<file path="config.mk">
export PLATFORM = sky130hd
export DESIGN_NAME = placement_check_flat
export DESIGN_NICKNAME = d
export VERILOG_FILES = /design/src/rtl/placement_check_if.sv /design/src/rtl/placement_check.sv /design/src/flat_wrapper.sv
export SDC_FILE = /design/constraint.sdc
export NUM_CORES = 2
export LEC_CHECK = 0
export ABC_AREA = 1
export ABC_CLOCK_PERIOD_IN_PS = 68200
export CORE_MARGIN = 5
export CORE_UTILIZATION = 45
export DETAILED_ROUTE_END_ITERATION = 6
export PLACE_DENSITY = 0.7
export SYNTH_ARGS = -nofsm -noshare
export SYNTH_HDL_FRONTEND = slang
export SYNTH_SLANG_ARGS = --single-unit
</file>
<file path="constraint.sdc">
create_clock -name clk -period 68.2 [get_ports clk]
set_clock_uncertainty 0.15 [all_clocks]
set_input_delay 13.64 -clock clk [delete_from_list [all_inputs] [get_ports clk]]
set_output_delay 13.64 -clock clk [all_outputs]
set_load 0.02 [all_outputs]
</file>
<file path="src/rtl/placement_check_if.sv">
// Start/done handshake, edge/pos/grid read ports and result bus of placement_check.
interface placement_check_if #(parameter int W = 32);
  logic                start, busy, done;
  logic                reE, reP, reG;
  logic [W-1:0]        addrE, addrP, addrG;
  logic signed [W-1:0] dinA, dinB, dinPX, dinPY, dinG;
  logic                legal;
  logic [1:0]          err_code;
  logic [W-1:0]        err_node, total, total_1hop, max_dist, h1, h2, hlong;

  modport master (
    input  start, dinA, dinB, dinPX, dinPY, dinG,
    output busy, done, reE, addrE, reP, addrP, reG, addrG,
           legal, err_code, err_node, total, total_1hop, max_dist, h1, h2, hlong
  );
  modport slave (
    output start, dinA, dinB, dinPX, dinPY, dinG,
    input  busy, done, reE, addrE, reP, addrP, reG, addrG,
           legal, err_code, err_node, total, total_1hop, max_dist, h1, h2, hlong
  );
endinterface

</file>
<file path="src/rtl/placement_check.sv">
// Post-placement legality checker and edge wirelength reporter.
// Reads: enable registered in the issue state, high in the next, data valid one cycle later.
module placement_check #(
  parameter int N       = 9,
  parameter int N_NODES = 11,
  parameter int N_EDGE  = 76,
  parameter int W       = 32
) (
  input  logic           clk,
  input  logic           reset,
  placement_check_if.master bus
);
  typedef enum logic [4:0] {
    S_IDLE, S_NODE_RD, S_NODE_WAIT, S_NODE_CK, S_GRID_WAIT, S_GRID_CK,
    S_EDGE_RD, S_EDGE_WAIT, S_EDGE_CK, S_PA_RD, S_PA_WAIT, S_PB_RD,
    S_PB_WAIT, S_PB_CK, S_DIFF, S_ACC, S_DONE
  } state_t;

  localparam logic signed [W-1:0] LIM       = W'(N - 1);
  localparam logic [W-1:0]        NW        = W'(N);
  localparam logic [W-1:0]        LAST_NODE = W'(N_NODES - 1);
  localparam logic [W-1:0]        LAST_EDGE = W'(N_EDGE - 1);
  localparam logic [W-1:0]        ONE       = W'(1);
  localparam logic signed [W-1:0] TWO       = W'(2);

  state_t state, nxt;
  logic busy, done;

  logic                re_e, re_p, re_g;
  logic [W-1:0]        addr_e, addr_p, addr_g;
  logic [W-1:0]        k, i, a, b;
  logic signed [W-1:0] xa, ya, xb, yb, dx, dy;
  logic                legal;
  logic [1:0]          code;
  logic [W-1:0]        enode, tot, tot1, c1, c2, cl;
  logic signed [W-1:0] mx;

  logic signed [W-1:0] px, py, diff_x, diff_y, d;
  logic [W-1:0]        hop;
  logic                unplaced, offgrid, grid_bad;

  assign px       = bus.dinPX;
  assign py       = bus.dinPY;
  assign unplaced = (px == '1) || (py == '1);
  assign offgrid  = px[W-1] || py[W-1] || (px > LIM) || (py > LIM);
  assign grid_bad = (bus.dinG != k);
  assign diff_x   = xa - xb;
  assign diff_y   = ya - yb;
  assign d        = dx + dy;
  // ceil(|dx|/2)+ceil(|dy|/2)-1: hops needed when each move may cover two cells
  assign hop      = (dx >> 1) + W'(dx[0]) + (dy >> 1) + W'(dy[0]) - ONE;

  always_ff @(posedge clk or posedge reset) begin
    if (reset) state <= S_IDLE;
    else       state <= nxt;
  end

  always_comb begin
    nxt = state;
    case (state)
      S_IDLE:      if (bus.start) nxt = S_NODE_RD;
      S_NODE_RD:   nxt = S_NODE_WAIT;
      S_NODE_WAIT: nxt = S_NODE_CK;
      S_NODE_CK:   nxt = (unplaced || offgrid) ? S_DONE : S_GRID_WAIT;
      S_GRID_WAIT: nxt = S_GRID_CK;
      S_GRID_CK:   nxt = grid_bad ? S_DONE : (k == LAST_NODE) ? S_EDGE_RD : S_NODE_RD;
      S_EDGE_RD:   nxt = S_EDGE_WAIT;
      S_EDGE_WAIT: nxt = S_EDGE_CK;
      S_EDGE_CK:   nxt = S_PA_RD;
      S_PA_RD:     nxt = S_PA_WAIT;
      S_PA_WAIT:   nxt = S_PB_RD;
      S_PB_RD:     nxt = S_PB_WAIT;
      S_PB_WAIT:   nxt = S_PB_CK;
      S_PB_CK:     nxt = S_DIFF;
      S_DIFF:      nxt = S_ACC;
      S_ACC:       nxt = (i == LAST_EDGE) ? S_DONE : S_EDGE_RD;
      S_DONE:      nxt = S_IDLE;
      default:     nxt = S_IDLE;
    endcase
  end

  always_comb begin
    busy = 1'b0;
    done = 1'b0;
    case (state)
      S_IDLE:  ;
      S_DONE:  done = 1'b1;
      default: busy = 1'b1;
    endcase
  end

  always_ff @(posedge clk or posedge reset) begin
    if (reset) begin
      re_e <= 1'b0; re_p <= 1'b0; re_g <= 1'b0;
      addr_e <= '0; addr_p <= '0; addr_g <= '0;
      k <= '0; i <= '0; a <= '0; b <= '0;
      xa <= '0; ya <= '0; xb <= '0; yb <= '0; dx <= '0; dy <= '0;
      legal <= 1'b0; code <= 2'd0; enode <= '0;
      tot <= '0; tot1 <= '0; mx <= '0; c1 <= '0; c2 <= '0; cl <= '0;
    end else begin
      re_e <= 1'b0;
      re_p <= 1'b0;
      re_g <= 1'b0;
      case (state)
        S_IDLE: if (bus.start) begin
          legal <= 1'b0; code <= 2'd0; enode <= '0;
          tot <= '0; tot1 <= '0; mx <= '0; c1 <= '0; c2 <= '0; cl <= '0;
          k <= '0;
        end
        S_NODE_RD: begin re_p <= 1'b1; addr_p <= k; end
        S_NODE_CK: begin
          if (unplaced)     begin code <= 2'd1; enode <= k; end
          else if (offgrid) begin code <= 2'd2; enode <= k; end
          else begin re_g <= 1'b1; addr_g <= px * NW + py; end
        end
        S_GRID_CK: begin
          if (grid_bad) begin code <= 2'd3; enode <= k; end
          else begin k <= k + ONE; i <= '0; end
        end
        S_EDGE_RD: begin re_e <= 1'b1; addr_e <= i; end
        S_EDGE_CK: begin a <= bus.dinA; b <= bus.dinB; end
        S_PA_RD:   begin re_p <= 1'b1; addr_p <= a; end
        S_PB_RD:   begin xa <= px; ya <= py; re_p <= 1'b1; addr_p <= b; end
        S_PB_CK:   begin xb <= px; yb <= py; end
        S_DIFF: begin
          dx <= diff_x[W-1] ? -diff_x : diff_x;
          dy <= diff_y[W-1] ? -diff_y : diff_y;
        end
        S_ACC: begin
          tot  <= tot + d - ONE;
          tot1 <= tot1 + hop;
          if (d > mx) mx <= d;
          // d==0 is unreachable after a legal node phase and lands in no bin
          if (d == ONE)      c1 <= c1 + ONE;
          else if (d == TWO) c2 <= c2 + ONE;
          else if (d > TWO)  cl <= cl + ONE;
          i <= i + ONE;
          if (i == LAST_EDGE) legal <= 1'b1;
        end
        default: ;
      endcase
    end
  end

  assign bus.busy       = busy;
  assign bus.done       = done;
  assign bus.reE        = re_e;
  assign bus.addrE      = addr_e;
  assign bus.reP        = re_p;
  assign bus.addrP      = addr_p;
  assign bus.reG        = re_g;
  assign bus.addrG      = addr_g;
  assign bus.legal      = legal;
  assign bus.err_code   = code;
  assign bus.err_node   = enode;
  assign bus.total      = tot;
  assign bus.total_1hop = tot1;
  assign bus.max_dist   = mx;
  assign bus.h1         = c1;
  assign bus.h2         = c2;
  assign bus.hlong      = cl;
endmodule

</file>
<file path="src/flat_wrapper.sv">
// flat-port wrapper written by rule: the top's interface ports become plain ports
module placement_check_flat 
#(
  parameter int N       = 9,
  parameter int N_NODES = 11,
  parameter int N_EDGE  = 76,
  parameter int W       = 32
)
  (clk, reset, bus_start, bus_dinA, bus_dinB, bus_dinPX, bus_dinPY, bus_dinG, bus_busy, bus_done, bus_reE, bus_addrE, bus_reP, bus_addrP, bus_reG, bus_addrG, bus_legal, bus_err_code, bus_err_node, bus_total, bus_total_1hop, bus_max_dist, bus_h1, bus_h2, bus_hlong);
  placement_check_if #(.W(W)) bus_i ();
  input  logic clk;
  input  logic reset;
  input wire logic [$bits(bus_i.start)-1:0] bus_start;
  input wire logic [$bits(bus_i.dinA)-1:0] bus_dinA;
  input wire logic [$bits(bus_i.dinB)-1:0] bus_dinB;
  input wire logic [$bits(bus_i.dinPX)-1:0] bus_dinPX;
  input wire logic [$bits(bus_i.dinPY)-1:0] bus_dinPY;
  input wire logic [$bits(bus_i.dinG)-1:0] bus_dinG;
  output wire logic [$bits(bus_i.busy)-1:0] bus_busy;
  output wire logic [$bits(bus_i.done)-1:0] bus_done;
  output wire logic [$bits(bus_i.reE)-1:0] bus_reE;
  output wire logic [$bits(bus_i.addrE)-1:0] bus_addrE;
  output wire logic [$bits(bus_i.reP)-1:0] bus_reP;
  output wire logic [$bits(bus_i.addrP)-1:0] bus_addrP;
  output wire logic [$bits(bus_i.reG)-1:0] bus_reG;
  output wire logic [$bits(bus_i.addrG)-1:0] bus_addrG;
  output wire logic [$bits(bus_i.legal)-1:0] bus_legal;
  output wire logic [$bits(bus_i.err_code)-1:0] bus_err_code;
  output wire logic [$bits(bus_i.err_node)-1:0] bus_err_node;
  output wire logic [$bits(bus_i.total)-1:0] bus_total;
  output wire logic [$bits(bus_i.total_1hop)-1:0] bus_total_1hop;
  output wire logic [$bits(bus_i.max_dist)-1:0] bus_max_dist;
  output wire logic [$bits(bus_i.h1)-1:0] bus_h1;
  output wire logic [$bits(bus_i.h2)-1:0] bus_h2;
  output wire logic [$bits(bus_i.hlong)-1:0] bus_hlong;
  assign bus_i.start = bus_start;
  assign bus_i.dinA = bus_dinA;
  assign bus_i.dinB = bus_dinB;
  assign bus_i.dinPX = bus_dinPX;
  assign bus_i.dinPY = bus_dinPY;
  assign bus_i.dinG = bus_dinG;
  assign bus_busy = bus_i.busy;
  assign bus_done = bus_i.done;
  assign bus_reE = bus_i.reE;
  assign bus_addrE = bus_i.addrE;
  assign bus_reP = bus_i.reP;
  assign bus_addrP = bus_i.addrP;
  assign bus_reG = bus_i.reG;
  assign bus_addrG = bus_i.addrG;
  assign bus_legal = bus_i.legal;
  assign bus_err_code = bus_i.err_code;
  assign bus_err_node = bus_i.err_node;
  assign bus_total = bus_i.total;
  assign bus_total_1hop = bus_i.total_1hop;
  assign bus_max_dist = bus_i.max_dist;
  assign bus_h1 = bus_i.h1;
  assign bus_h2 = bus_i.h2;
  assign bus_hlong = bus_i.hlong;
  placement_check #(.N(N), .N_NODES(N_NODES), .N_EDGE(N_EDGE), .W(W)) u_core (.clk(clk), .reset(reset), .bus(bus_i));
endmodule
</file>
==> impl_metrics.env <==
export IMPL_layout_min_cycle_time_ns=17.69
export IMPL_rr_startpoint="u_core.dy[0]"
export IMPL_worst_endpoint_required_ns=68.70
export IMPL_syn_inst=6372
export IMPL_layout_worst_path_cycle_share_pct=25.94
export IMPL_post_synth_cell_area_avg_um2=7.377
export IMPL_worst_skew_pair_late_latency_ns=0.67
export IMPL_flip_flop_and_latch_count_after_synthesis=651
export IMPL_grt_setup_unrepaired="false"
export IMPL_clockRootBuffer="clkbuf_16"
export IMPL_finish_cell_count_without_fillers=8223
export IMPL_drtIter0Drc=3657
export IMPL_grt_max_degree=132
export IMPL_finalHoldViolations=0
export IMPL_num_rows=118
export IMPL_run_status="finished, final reports clean"
export IMPL_report_final_setup_viol=0
export IMPL_number_of_pins_exceeding_their_max_slew_limit_in_the_final_report=0
export IMPL_grt_use_total_pct=26.67
export IMPL_postCtsSetupRepairBufs=0
export IMPL_post_drt_via_cell_ratio=5.306
export IMPL_drt_pre_antenna_iters=6
export IMPL_power_density_nw_per_um2=18.67
export IMPL_timing_critical_path_from_type="input pin"
export IMPL_dpl_hpwl_um=118600
export IMPL_placed_cells=8080
export IMPL_area_delta_synth_final_pct=18.72
export IMPL_die_x_um=333.2
export IMPL_first_pass_grt_wire_length_um=239600
export IMPL_routed_length_per_instance_um=18.49
export IMPL_synth_ff_type="dfrtp_1"
export IMPL_critical_path_class="in2async"
export IMPL_max_freq_ghz=0.05652
export IMPL_holdBufCountCts=0
export IMPL_worst_slew_pin_slew_ns=1.091
export IMPL_totalWireLength_um=152000
export IMPL_num_antenna_cells=0
export IMPL_yosys_warnings=0
export IMPL_yosysSeqAreaShare_pct=34.66
export IMPL_critical_path_arrival_ns=18.19
export IMPL_fp_dieArea_um2=111000
export IMPL_placedInstanceArea_um2=53040
export IMPL_cp_startpoint="reset"
export IMPL_yosysUniqueCellTypes=64
export IMPL_synth_largest_area_cell="dfrtp_1"
export IMPL_finished_layout_cell_area_um2=55800
export IMPL_maxCapViolations=0
export IMPL_hold_start="u_core.xa[14]"
export IMPL_cts_max_level=3
export IMPL_asyncSetResetFlopFracSynth_pct=100.0
export IMPL_io_buffer_count=490
export IMPL_multiInputGateArea_um2=26280
export IMPL_cts_inserted_buffers=80
export IMPL_core_utilization_of_the_finished_layout_pct=53.84
export IMPL_cts_path_max_buffers=3
export IMPL_totalNegativeSetupSlack_ns=0
export IMPL_coreArea_um2=103600
export IMPL_critPathMaxFanout=131
export IMPL_tritoncts="done"
export IMPL_yosysMostFrequentCell="nand2_1"
export IMPL_number_of_sinks_on_the_clock_net=651
export IMPL_remaining_antenna_violation_count=0
export IMPL_combined_flip_flop_and_latch_cell_area_um2=16290
export IMPL_critical_path_endpoint_type="async pin"
export IMPL_static_leakage_power_nw=27.82
export IMPL_drt_drc_violations_left=0
export IMPL_yosys_top_cells_area="dfrtp_1 (35%), nand2_1 (12%), ha_1 (8.3%), inv_1 (7.6%), o21ai_0 (4.7%)"
export IMPL_initial_utilization_pct=45.35
export IMPL_grt_ovfl_total=0
export IMPL_post_route_cells_drive_above_1_share_pct=5.816
export IMPL_clk_pin_slew_worst_paths_ns=0.06
export IMPL_place_gp_congestion=0.9468
export IMPL_finish_net_count=7321
export IMPL_post_cts_resized=0
export IMPL_floorplan_io_pins=491
export IMPL_ir_drop_mv=0.01953
export IMPL_detailroute_via_count=43629
export IMPL_antenna_found_initial=1
export IMPL_synth_fp_nets=6911
export IMPL_synth_enable_flop_cells=0
export IMPL_yosys_top_cells_count="nand2_1 (1552), inv_1 (955), dfrtp_1 (651), nor2_1 (564), o21ai_0 (444)"
export IMPL_n_fill_cell=10071
export IMPL_synth_area_um2=47000
export IMPL_hold_class="reg2reg"
export IMPL_synth_top_cell_area_share_pct=34.66
export IMPL_first_global_vias=42457
export IMPL_timing_max_slew_rel_slack_pct=27.28
export IMPL_fp_dieH_um=333.2
-- logic make-up (layout without fill, tap and decap cells) --
group,count (synthesis),in the layout,share of synthesized area [%]
AO/OA/AOI/OAI,938,938,11.33
multiplexers,64,64,1.533
XOR/XNOR,295,295,5.577
buffers and inverters,1152,1623,9.559
adder cells (fa/ha/maj),376,376,11.03
AND/OR/NAND/NOR,2896,2896,26.31
flip-flops,651,651,34.66
-- metal layers --
layer | GRT usage, % | up-vias | share of wire, %
met5 | 0 | - | 0.0086
met4 | 8.330 | 2 | 3.2
met3 | 3.200 | 244 | 5.5
met2 | 44.71 | 1336 | 47
met1 | 36.34 | 20606 | 44
li1 | - | 21441 | -
-- path summary, 6_finish.rpt --
path | to | slack (ns) | cells after the start
worst min-delay path | u_core.xa[14] | 0.33 | 2
min in group asynchronous | u_core.bus.addrE[21] | 13.39 | 2
max in group clk | u_core.bus.addrG[31] | 51.17 | 16
worst min register to register | u_core.xa[14] | 0.33 | 2
worst max register to register | u_core.bus.max_dist[14] | 62.93 | 27
worst max-delay path | u_core.k[19] | 50.51 | 6
-- power breakdown --
part	switching [W]	internal (W)
combinational	0.000124	0.0000645
clock	0.000181	0.000265
sequential	0.00000813	0.000400
total	0.000313	0.000729
-- metrics by stage --
stage               total power [W]  hold WS [ns]  setup WS, ns
floorplan                 0.0005365        0.2959         36.17
CTS                        0.001053        0.3309         50.26
global placement          0.0006020        0.3094         49.61
finish                     0.001042        0.3275         50.51
detailed placement        0.0006042        0.3181         49.52
global route               0.001088        0.3427         49.64
-- area by class of cell --
cell class | instances | area share, %
inverter | 962 | 6.498
tap | 1380 | 3.094
clock buffer | 109 | 4.105
sequential | 651 | 29.19
multi-input combinational | 4569 | 47.10
clock inverter | 34 | 0.8453
timing repair buffer | 518 | 9.166
-- layout by cell type, fill, tap and decap left out, drive strengths merged, types with 89 or more instances in the layout --
cell type      count
a21oi            235
clkbuf           109
clkdlybuf4s50    490
dfrtp            651
ha               312
inv              966
nand2           1598
nand3            321
nand4            126
nor2             575
nor3             117
nor4              89
o21ai            484
xnor2             98
xor2             197
-- critical path, cell delays in order --
cell and delay (ns):
clkdlybuf4s50_1 0.49, inv_8 0.62, buf_4 0.73, buf_4 0.81
buf_4 0.83, buf_4 0.88
(Power assumes the default switching activity.)
